--- config.mk ---
export PLATFORM = sky130hd
export DESIGN_NAME = shift_cmd_queue
export DESIGN_NICKNAME = d
export VERILOG_FILES = /design/src/rtl/shifter_pkg.sv /design/src/rtl/shift_cmd_fifo.sv /design/src/rtl/shift_cmd_queue.sv
export SDC_FILE = /design/constraint.sdc
export NUM_CORES = 1
export LEC_CHECK = 0
export ABC_AREA = 1
export BUFFER_PORTS_ARGS = -buffer_cell sky130_fd_sc_hd__buf_4
export CORE_UTILIZATION = 55
export CTS_CLUSTER_SIZE = 10
export DETAILED_ROUTE_END_ITERATION = 10
export PLACE_DENSITY_LB_ADDON = 0.2
export SYNTH_ARGS = -nofsm -noshare
export SYNTH_HDL_FRONTEND = slang
export SYNTH_SLANG_ARGS = --single-unit
--- constraint.sdc ---
create_clock -name Clock -period 4.7 [get_ports Clock]
set_input_delay 0.94 -clock Clock [delete_from_list [all_inputs] [get_ports Clock]]
set_output_delay 0.94 -clock Clock [all_outputs]
set_load 0.02 [all_outputs]
--- src/rtl/shifter_pkg.sv ---
// ---------------------------------------------------------------------------
// shifter_pkg
// Shared definitions for the 8-bit barrel shifter and the command queue that
// feeds it.
//   SH_DATA_W   : operand width
//   SH_AMT_W    : shift amount width
//   DIR_LEFT    : dir encoding for a left shift
//   DIR_RIGHT   : dir encoding for a right shift
//   shift_cmd_t : one queued command {data, amt, dir}, 12 bits packed
// ---------------------------------------------------------------------------
package shifter_pkg;

    localparam int SH_DATA_W = 8;
    localparam int SH_AMT_W  = 3;

    localparam logic DIR_LEFT  = 1'b0;
    localparam logic DIR_RIGHT = 1'b1;

    typedef struct packed {
        logic [SH_DATA_W-1:0] data;
        logic [SH_AMT_W-1:0]  amt;
        logic                 dir;
    } shift_cmd_t;

endpackage

--- src/rtl/shift_cmd_fifo.sv ---
// ---------------------------------------------------------------------------
// shift_cmd_fifo
// Synchronous DEPTH-entry storage for shift commands with read/write pointers
// and an occupancy count. Read data is the current head entry, visible
// combinationally from the storage array.
//   Clock   : rising-edge clock
//   Reset   : asynchronous active-high reset (pointers and count only)
//   wr_en   : write wr_cmd at the tail (ignored when full)
//   wr_cmd  : command to enqueue
//   rd_en   : drop the head entry (ignored when empty)
//   rd_cmd  : current head entry
//   count   : current occupancy, 0..DEPTH
// ---------------------------------------------------------------------------
module shift_cmd_fifo
    import shifter_pkg::*;
#(
    parameter int DEPTH = 4
) (
    input  logic                         Clock,
    input  logic                         Reset,
    input  logic                         wr_en,
    input  shift_cmd_t                   wr_cmd,
    input  logic                         rd_en,
    output shift_cmd_t                   rd_cmd,
    output logic [$clog2(DEPTH+1)-1:0]   count
);

    localparam int PTR_W = $clog2(DEPTH);
    localparam int CNT_W = $clog2(DEPTH+1);

    shift_cmd_t        mem [DEPTH];
    logic [PTR_W-1:0]  wr_ptr;
    logic [PTR_W-1:0]  rd_ptr;
    logic              wr_ok;
    logic              rd_ok;

    // Gate both sides locally so the count can never over- or underflow,
    // whatever the caller drives.
    assign wr_ok  = wr_en && (count != CNT_W'(DEPTH));
    assign rd_ok  = rd_en && (count != '0);
    assign rd_cmd = mem[rd_ptr];

    // Storage array: no reset, stale contents are unreachable once the
    // pointers and count are cleared.
    always_ff @(posedge Clock) begin
        if (wr_ok) begin
            mem[wr_ptr] <= wr_cmd;
        end
    end

    // Pointers wrap naturally because DEPTH is a power of two; the count
    // moves only when exactly one of push/pop happens.
    always_ff @(posedge Clock or posedge Reset) begin
        if (Reset) begin
            wr_ptr <= '0;
            rd_ptr <= '0;
            count  <= '0;
        end else begin
            if (wr_ok) begin
                wr_ptr <= wr_ptr + PTR_W'(1);
            end
            if (rd_ok) begin
                rd_ptr <= rd_ptr + PTR_W'(1);
            end
            case ({wr_ok, rd_ok})
                2'b10:   count <= count + CNT_W'(1);
                2'b01:   count <= count - CNT_W'(1);
                default: count <= count;
            endcase
        end
    end

endmodule

--- src/rtl/shift_cmd_queue.sv ---
// ---------------------------------------------------------------------------
// shift_cmd_queue
// Buffers shift commands from a producer and issues at most one per cycle
// onto the barrel shifter inputs. res_valid marks the cycle in which the
// shifter's registered data_out holds an issued command's result.
//   Clock, Reset                       : clock, async active-high reset
//   push_valid/push_ready              : producer handshake
//   push_data/push_amt/push_dir        : command fields
//   issue_en                           : downstream permits issue this cycle
//   sh_data_in/sh_shift_amt/sh_dir     : registered shifter inputs
//   issue_valid                        : sh_* carry a new command this cycle
//   res_valid                          : shifter data_out holds a result
//   count                              : queue occupancy
// ---------------------------------------------------------------------------
module shift_cmd_queue
    import shifter_pkg::*;
#(
    parameter int DEPTH     = 4,
    parameter int SHIFT_LAT = 1
) (
    input  logic                         Clock,
    input  logic                         Reset,
    input  logic                         push_valid,
    output logic                         push_ready,
    input  logic [SH_DATA_W-1:0]         push_data,
    input  logic [SH_AMT_W-1:0]          push_amt,
    input  logic                         push_dir,
    input  logic                         issue_en,
    output logic [SH_DATA_W-1:0]         sh_data_in,
    output logic [SH_AMT_W-1:0]          sh_shift_amt,
    output logic                         sh_dir,
    output logic                         issue_valid,
    output logic                         res_valid,
    output logic [$clog2(DEPTH+1)-1:0]   count
);

    localparam int CNT_W = $clog2(DEPTH+1);

    shift_cmd_t            push_cmd;
    shift_cmd_t            head_cmd;
    logic                  push_fire;
    logic                  pop_fire;
    logic [SHIFT_LAT-1:0]  res_pipe;

    // Ready depends on the registered count only, so a full queue refuses a
    // push even when a pop happens in the same cycle.
    assign push_ready = (count < CNT_W'(DEPTH));
    assign push_fire  = push_valid && push_ready;
    assign pop_fire   = issue_en && (count != '0);
    assign push_cmd   = '{data: push_data, amt: push_amt, dir: push_dir};
    assign res_valid  = res_pipe[SHIFT_LAT-1];

    shift_cmd_fifo #(
        .DEPTH (DEPTH)
    ) u_fifo (
        .Clock  (Clock),
        .Reset  (Reset),
        .wr_en  (push_fire),
        .wr_cmd (push_cmd),
        .rd_en  (pop_fire),
        .rd_cmd (head_cmd),
        .count  (count)
    );

    // Issue registers: load the head entry on a pop, otherwise keep the
    // last issued command on the shifter inputs.
    always_ff @(posedge Clock or posedge Reset) begin
        if (Reset) begin
            sh_data_in   <= '0;
            sh_shift_amt <= '0;
            sh_dir       <= 1'b0;
            issue_valid  <= 1'b0;
        end else begin
            issue_valid <= pop_fire;
            if (pop_fire) begin
                sh_data_in   <= head_cmd.data;
                sh_shift_amt <= head_cmd.amt;
                sh_dir       <= head_cmd.dir;
            end
        end
    end

    // Delay line that tracks commands through the shifter's register stages;
    // clearing it on reset drops every in-flight result.
    always_ff @(posedge Clock or posedge Reset) begin
        if (Reset) begin
            res_pipe <= '0;
        end else begin
            res_pipe[0] <= issue_valid;
            for (int i = 1; i < SHIFT_LAT; i++) begin
                res_pipe[i] <= res_pipe[i-1];
            end
        end
    end

endmodule

==> results.py, run 1 <==
metrics = {
    "setup_path": {
        "cp.arrival_ps": 2320,
        "cp_top_family": "adder cells",
        "crit_chain": "buf_4 > nand2_4 > inv_2 > ha_1 > inv_1 > fa_1 > nand2_1 > nand3_1 > xor2_1",
        "crit_fanout": 16,
        "cp.required_ps": 4950,
        "endpoint_kind": "flop",
        "crit_path_start_kind": "input port",
        "cp_num_buf_inv": 3,
        "slowest_delay_ps": 380,
        "path_class": "in2reg",
        "slowest_stage": "fa_1",
    },
    "sta": {
        "worst_pin_slew_ps": 1150,
        "period_share": 0.441,
        "fin_worst_hold_slack_ps": 393,
        "maxSlewHeadroom": 0.231,
        "skew_ps": 6.77,
        "hold_viol": 0,
        "finalSetupTns_ps": 0,
        "fin_crit_ps": 2070,
        "rsz0062_at_grt": "no",
        "maxSlewViolCount": 0,
        "fmax_mhz": 483,
        "finalSetupViolCount": 0,
    },
    "yosys": {
        "netlist_instances": 291,
        "yosys_warnings": 0,
        "ys_types": 21,
        "ys_seq_area_frac": 0.652,
        "syn_nets": 313,
        "synth_seq_cells": 69,
        "syn_area_per_cell_um2": 10.4,
        "synth.cell_area_um2": 3020,
    },
    "global_routing": {
        "grt_max_degree": 27,
        "grt_first_pass_wirelength_um": 8800,
        "overflow": 0,
        "antenna_found_initial": 0,
        "grt_pass1_vias": 1879,
        "grtUsageTotal": 0.206,
    },
    "final_layout": {
        "final_area_um2": 3440,
        "n_fill_cell": 407,
        "drive_gt1_frac": 0.188,
        "antenna_cells": 0,
        "num-nets-final": 347,
        "area_growth_pct": 14.1,
    },
    "route": {
        "detail-route-antenna-nets": 0,
        "drt-wirelength-per-cell_um": 13.2,
        "vias_per_cell": 4.71,
        "drt_iter0_drc": 102,
        "vias": 1885,
        "drc": 0,
        "wirelength_um": 5260,
        "drt_first_pass_iters": 4,
        "wl_met3_um": 290,
        "routed-wl-met2_um": 2410,
        "top_layer_used": "met4",
        "met1_length_um": 2450,
    },
    "placed_design": {
        "placedInstanceArea_um2": 3260,
        "port_buffers": 33,
        "dpl.hpwl_um": 3450,
        "gp_congestion": 0.766,
    },
    "clocking": {
        "post_cts_buffers": 0,
        "clock_latency_ps": 350,
        "post_cts_resized": 0,
        "clk_pin_slew_ps": 70,
        "cts_tree": "built",
        "cts_htree_levels": 3,
        "clock_path_buffers": 2,
        "cts.sinks": 69,
        "hold_buffers": 0,
        "numCtsBuffers": 9,
        "root_buffer": "clkbuf_8",
    },
    "pwr": {
        "power_density_nw_per_um2": 615,
        "power_leakage_uw": 0.00168,
        "vdd_drop_max_mv": 0.275,
    },
    "die": {
        "fp.dieArea_um2": 5780,
        "row_count": 26,
        "die_h_um": 76.0,
        "coreArea_um2": 5200,
        "die-width_um": 76.0,
        "io_pins": 34,
        "initial_utilization": 0.579,
    },
    "status": {
        "status": "completed",
    },
    "hold_path": {
        "worstHoldPathType": "reg2reg",
    },
    "run": {
        "drv_cap": 0,
    },
}
layout make-up:
cell class,instances,area (um^2),area share
multi-input cells,148,713,0.207
flip-flops and latches,69,1970,0.572
inverters,64,243,0.0706
well taps,70,87.6,0.0255
clock inverters,6,53.8,0.0156
repair buffers,33,248,0.0720
clock buffers,10,128,0.0371
path summary, 6_finish.rpt:
kind | from | endpoint | slack [ps] | depth (start not counted)
max | issue_en | u_fifo.count[2]$_DFFE_PP0P_ | 2630 | 9
min | issue_valid$_DFF_PP0_ | res_valid$_DFF_PP0_ | 390 | 0
max reg2reg | u_fifo.wr_ptr[0]$_DFFE_PP0P_ | u_fifo.mem[2][4]$_DFFE_PP_ | 2700 | 4
min reg2reg | issue_valid$_DFF_PP0_ | res_valid$_DFF_PP0_ | 390 | 0
max in group asynchronous | Reset | u_fifo.rd_ptr[0]$_DFFE_PP0P_ | 3520 | 2
min in group asynchronous | Reset | sh_shift_amt[2]$_DFFE_PP0P_ | 710 | 2
per-layer routing:
layer,vias up,GRT usage
met5,-,0
met3,13,0.0431
met2,47,0.315
met1,872,0.273
met4,0,0.123
li1,953,-
worst register-to-register path, stage by stage, from the launching register on:
cell and delay (ps):
dfrtp_1 410, inv_1 130, ha_1 170, inv_1 40
nor2_1 860
cells in the final DEF (no fill, tap or decap), drive strengths merged:
cell type	netlist	routed
edfxtp	48	48
clkbuf	1	10
xor2	3	3
dfrtp	21	21
a21oi	1	1
clkinv	0	5
xnor2	2	2
fa	1	1
nor2	6	6
bufinv	0	1
nand3	25	25
o21ai	2	2
nand2	103	103
inv	64	64
buf	9	33
ha	5	5
where the power goes:
part | leakage [uW] | total (uW) | switching, uW | internal [uW]
clock network | 0.0000972 | 460 | 221 | 239
logic | 0.000895 | 722 | 455 | 267
registers | 0.000689 | 933 | 131 | 802
registers in the layout, indices dropped and copies added, names as in the netlist:
register       count
issue_valid        1
res_valid          1
sh_data_in         8
sh_dir             1
sh_shift_amt       3
u_fifo.count       3
u_fifo.mem        48
u_fifo.rd_ptr      2
u_fifo.wr_ptr      2
cell usage after synthesis:
library cell  count  share of area
nand2_2          12          0.025
clkbuf_2          1         0.0017
ha_1              5          0.021
inv_4             1         0.0021
nand2_4           1         0.0037
a21oi_1           1         0.0017
buf_4             3         0.0075
inv_2             1         0.0012
nor2_1            6         0.0075
buf_6             4          0.015
xor2_1            3         0.0087
nand3_1          25          0.041
o21ai_0           2         0.0033
buf_2             1         0.0017
buf_8             1         0.0050
xnor2_1           2         0.0058
inv_1            62          0.077
nand2_1          90           0.11
edfxtp_1         48           0.48
dfrtp_1          21           0.17
fa_1              1         0.0066
metrics by stage:
step / std cells / utilization / worst slack (ps) / power [uW]
after CTS: 400 / 0.661 / 2600 / 2130
after floorplan: 291 / - / 2520 / 1460
after detailed placement: 384 / 0.626 / 2240 / 1670
after global placement: 384 / 0.626 / 2280 / 1650
final: 400 / 0.661 / 2630 / 2120
after global routing: 400 / 0.661 / 2510 / 2250
cell families (layout without fill, tap and decap cells):
| logic type | count (synthesis) | after routing | share of synthesized area |
|---|---|---|---|
| XOR/XNOR | 5 | 5 | 0.0145 |
| AND/OR/NAND/NOR | 134 | 134 | 0.190 |
| flip-flops | 69 | 69 | 0.652 |
| adder cells (fa/ha/maj) | 6 | 6 | 0.0274 |
| buffers and inverters | 74 | 113 | 0.111 |
| AO/OA/AOI/OAI | 3 | 3 | 0.00498 |
Note: power is estimated with default switching activity, not from simulation.
==> run 2, diff against run 1 <==
==> constraint.sdc (replaced) <==
create_clock -name Clock -period 2 [get_ports Clock]
set_input_delay 0.4 -clock Clock [delete_from_list [all_inputs] [get_ports Clock]]
set_output_delay 0.4 -clock Clock [all_outputs]
set_load 0.02 [all_outputs]
==> run 2 against run 1 <==
Compared with the run above:
- sequential power increased by 120%
- clock skew increased by 1.3 ps
- design area increased by 4.0%
- wire length decreased by 0.47%
- worst setup slack got worse by 2300 ps
- hold slack got worse by 300 ps
- sequential cell count unchanged
- via count increased by 1.9%
- clock power increased to 2.9 times the previous value
- combinational power increased to 2.5 times the previous value
- critical path type is now reg2reg
- critical endpoint unchanged
- largest cell class unchanged
==> results.py, run 2 (synthesized netlist as in run 1, its figures left out) <==
metrics = {
    "status": {
        "status": "completed",
    },
    "clocking": {
        "clock_path_buffers": 2,
        "clock_latency_ps": 340,
        "cts_tree": "built",
        "cts_htree_levels": 3,
        "cts.sinks": 69,
        "post_cts_resized": 0,
        "root_buffer": "clkbuf_8",
        "post_cts_buffers": 0,
        "clk_pin_slew_ps": 70,
        "hold_buffers": 0,
        "numCtsBuffers": 9,
    },
    "final_layout": {
        "num-nets-final": 356,
        "drive_gt1_frac": 0.215,
        "area_growth_pct": 18.7,
        "n_fill_cell": 395,
        "reg.largest.list": "u_fifo.mem x48, sh_data_in x8",
        "regArea_um2": 1970,
        "multi_input_area_um2": 713,
        "final_common_cell": "nand2_1",
        "largest-register": "u_fifo.mem",
        "largest_reg_flops": 48,
        "final_cells": 409,
        "final_cell_mix": "nand2_1 (90), inv_1 (62), edfxtp_1 (48)",
        "antenna_cells": 0,
    },
    "sta": {
        "skew_ps": 8.04,
        "fin_crit_ps": 1670,
        "worst_pin_slew_ps": 514,
        "finalSetupViolCount": 0,
        "fmax_mhz": 598,
        "maxSlewViolCount": 0,
        "hold_viol": 0,
        "rsz0062_at_grt": "no",
        "period_share": 0.836,
        "finalSetupTns_ps": 0,
        "maxSlewHeadroom": 0.658,
    },
    "setup_path": {
        "cp.arrival_ps": 1900,
        "crit_fanout": 4,
        "path_class": "reg2reg",
        "endpoint_kind": "flop",
        "crit_path_start_kind": "flop",
        "cp.required_ps": 2220,
    },
    "placed_design": {
        "port_buffers": 33,
        "place_inst": 393,
        "dpl.hpwl_um": 3150,
        "gp_congestion": 0.701,
    },
    "die": {
        "initial_utilization": 0.579,
        "die_h_um": 76.0,
        "fp.dieArea_um2": 5780,
        "io_pins": 34,
        "row_count": 26,
        "coreArea_um2": 5200,
        "die-width_um": 76.0,
    },
    "route": {
        "drt-wirelength-per-cell_um": 12.8,
        "drc": 0,
        "wirelength_um": 5240,
        "vias": 1921,
        "detail-route-antenna-nets": 0,
        "drt_first_pass_iters": 4,
        "vias_per_cell": 4.70,
        "drt_iter0_drc": 135,
    },
    "pwr": {
        "power_density_nw_per_um2": 1470,
        "vdd_drop_max_mv": 0.984,
        "power_leakage_uw": 0.00175,
        "finalPower_uw": 5250,
    },
    "global_routing": {
        "grtUsageTotal": 0.207,
        "overflow": 0,
        "grt_first_pass_wirelength_um": 8750,
        "grt_pass1_vias": 1834,
        "grt_max_degree": 26,
        "antenna_found_initial": 0,
    },
    "run": {
        "drv_cap": 0,
    },
    "hold_path": {
        "worstHoldPathType": "in2async",
    },
}
## run 2: cell types whose count changed in the layout (fill, tap and decap cells not counted), sizes merged
| cell | delta |
|---|---|
| buf | +9 |
| clkinv | -4 |
| clkbuf | +2 |
| bufinv | +1 |
| clkinvlp | +1 |
## run 2: layout make-up
cell class                      count  share of cell area
Sequential cell                    69               0.550
Multi-Input combinational cell    148               0.199
Timing Repair Buffer               42              0.0881
Inverter                           64              0.0678
Clock buffer                       12              0.0493
Tap cell                           70              0.0245
Clock inverter                      4              0.0213
## run 2: metal layers
layer / global-route usage / part of all wire
met1: 0.252 / 0.44
met3: 0.0671 / 0.052
met2: 0.330 / 0.49
met4: 0.112 / 0.014
met5: 0 / 0
## run 2: final timing paths
check	from	to	slack, ps	depth (start not counted)
worst min-delay path	Reset	u_fifo.rd_ptr[0]$_DFFE_PP0P_	90	3
min in group Clock	push_data[2]	u_fifo.mem[1][6]$_DFFE_PP_	260	1
worst min register to register	issue_valid$_DFF_PP0_	res_valid$_DFF_PP0_	380	0
max in group asynchronous	Reset	sh_data_in[5]$_DFFE_PP0P_	1670	3
worst max register to register	u_fifo.count[0]$_DFFE_PP0P_	u_fifo.count[2]$_DFFE_PP0P_	330	10
worst max-delay path	u_fifo.count[0]$_DFFE_PP0P_	u_fifo.count[2]$_DFFE_PP0P_	330	10
## run 2: where the power goes
part	switching [uW]	leakage [uW]	internal, uW	total [uW]
clock	506	0.000124	848	1350
combinational	1150	0.000941	685	1830
sequential	188	0.000689	1880	2070
## run 2: stage by stage
step / hold WS, ps / worst slack [ps] / area (um^2) / utilization
CTS: 86.9 / 303 / 3580 / 0.688
detailed placement: 366 / 278 / 3330 / 0.639
finish: 94.0 / 327 / 3580 / 0.688
global route: 103 / 211 / 3580 / 0.688
floorplan: 377 / 93.2 / 3020 / -
global placement: 365 / 318 / 3330 / 0.639
## run 2: worst max-delay path, stage by stage, from the launching register on
cell     delay (ps)
dfrtp_1         400
nor2_1           80
nand2_2          70
nand2_4          50
inv_2            50
ha_1            150
inv_1            60
fa_1            380
nand2_1          80
nand3_1          90
xor2_1          150
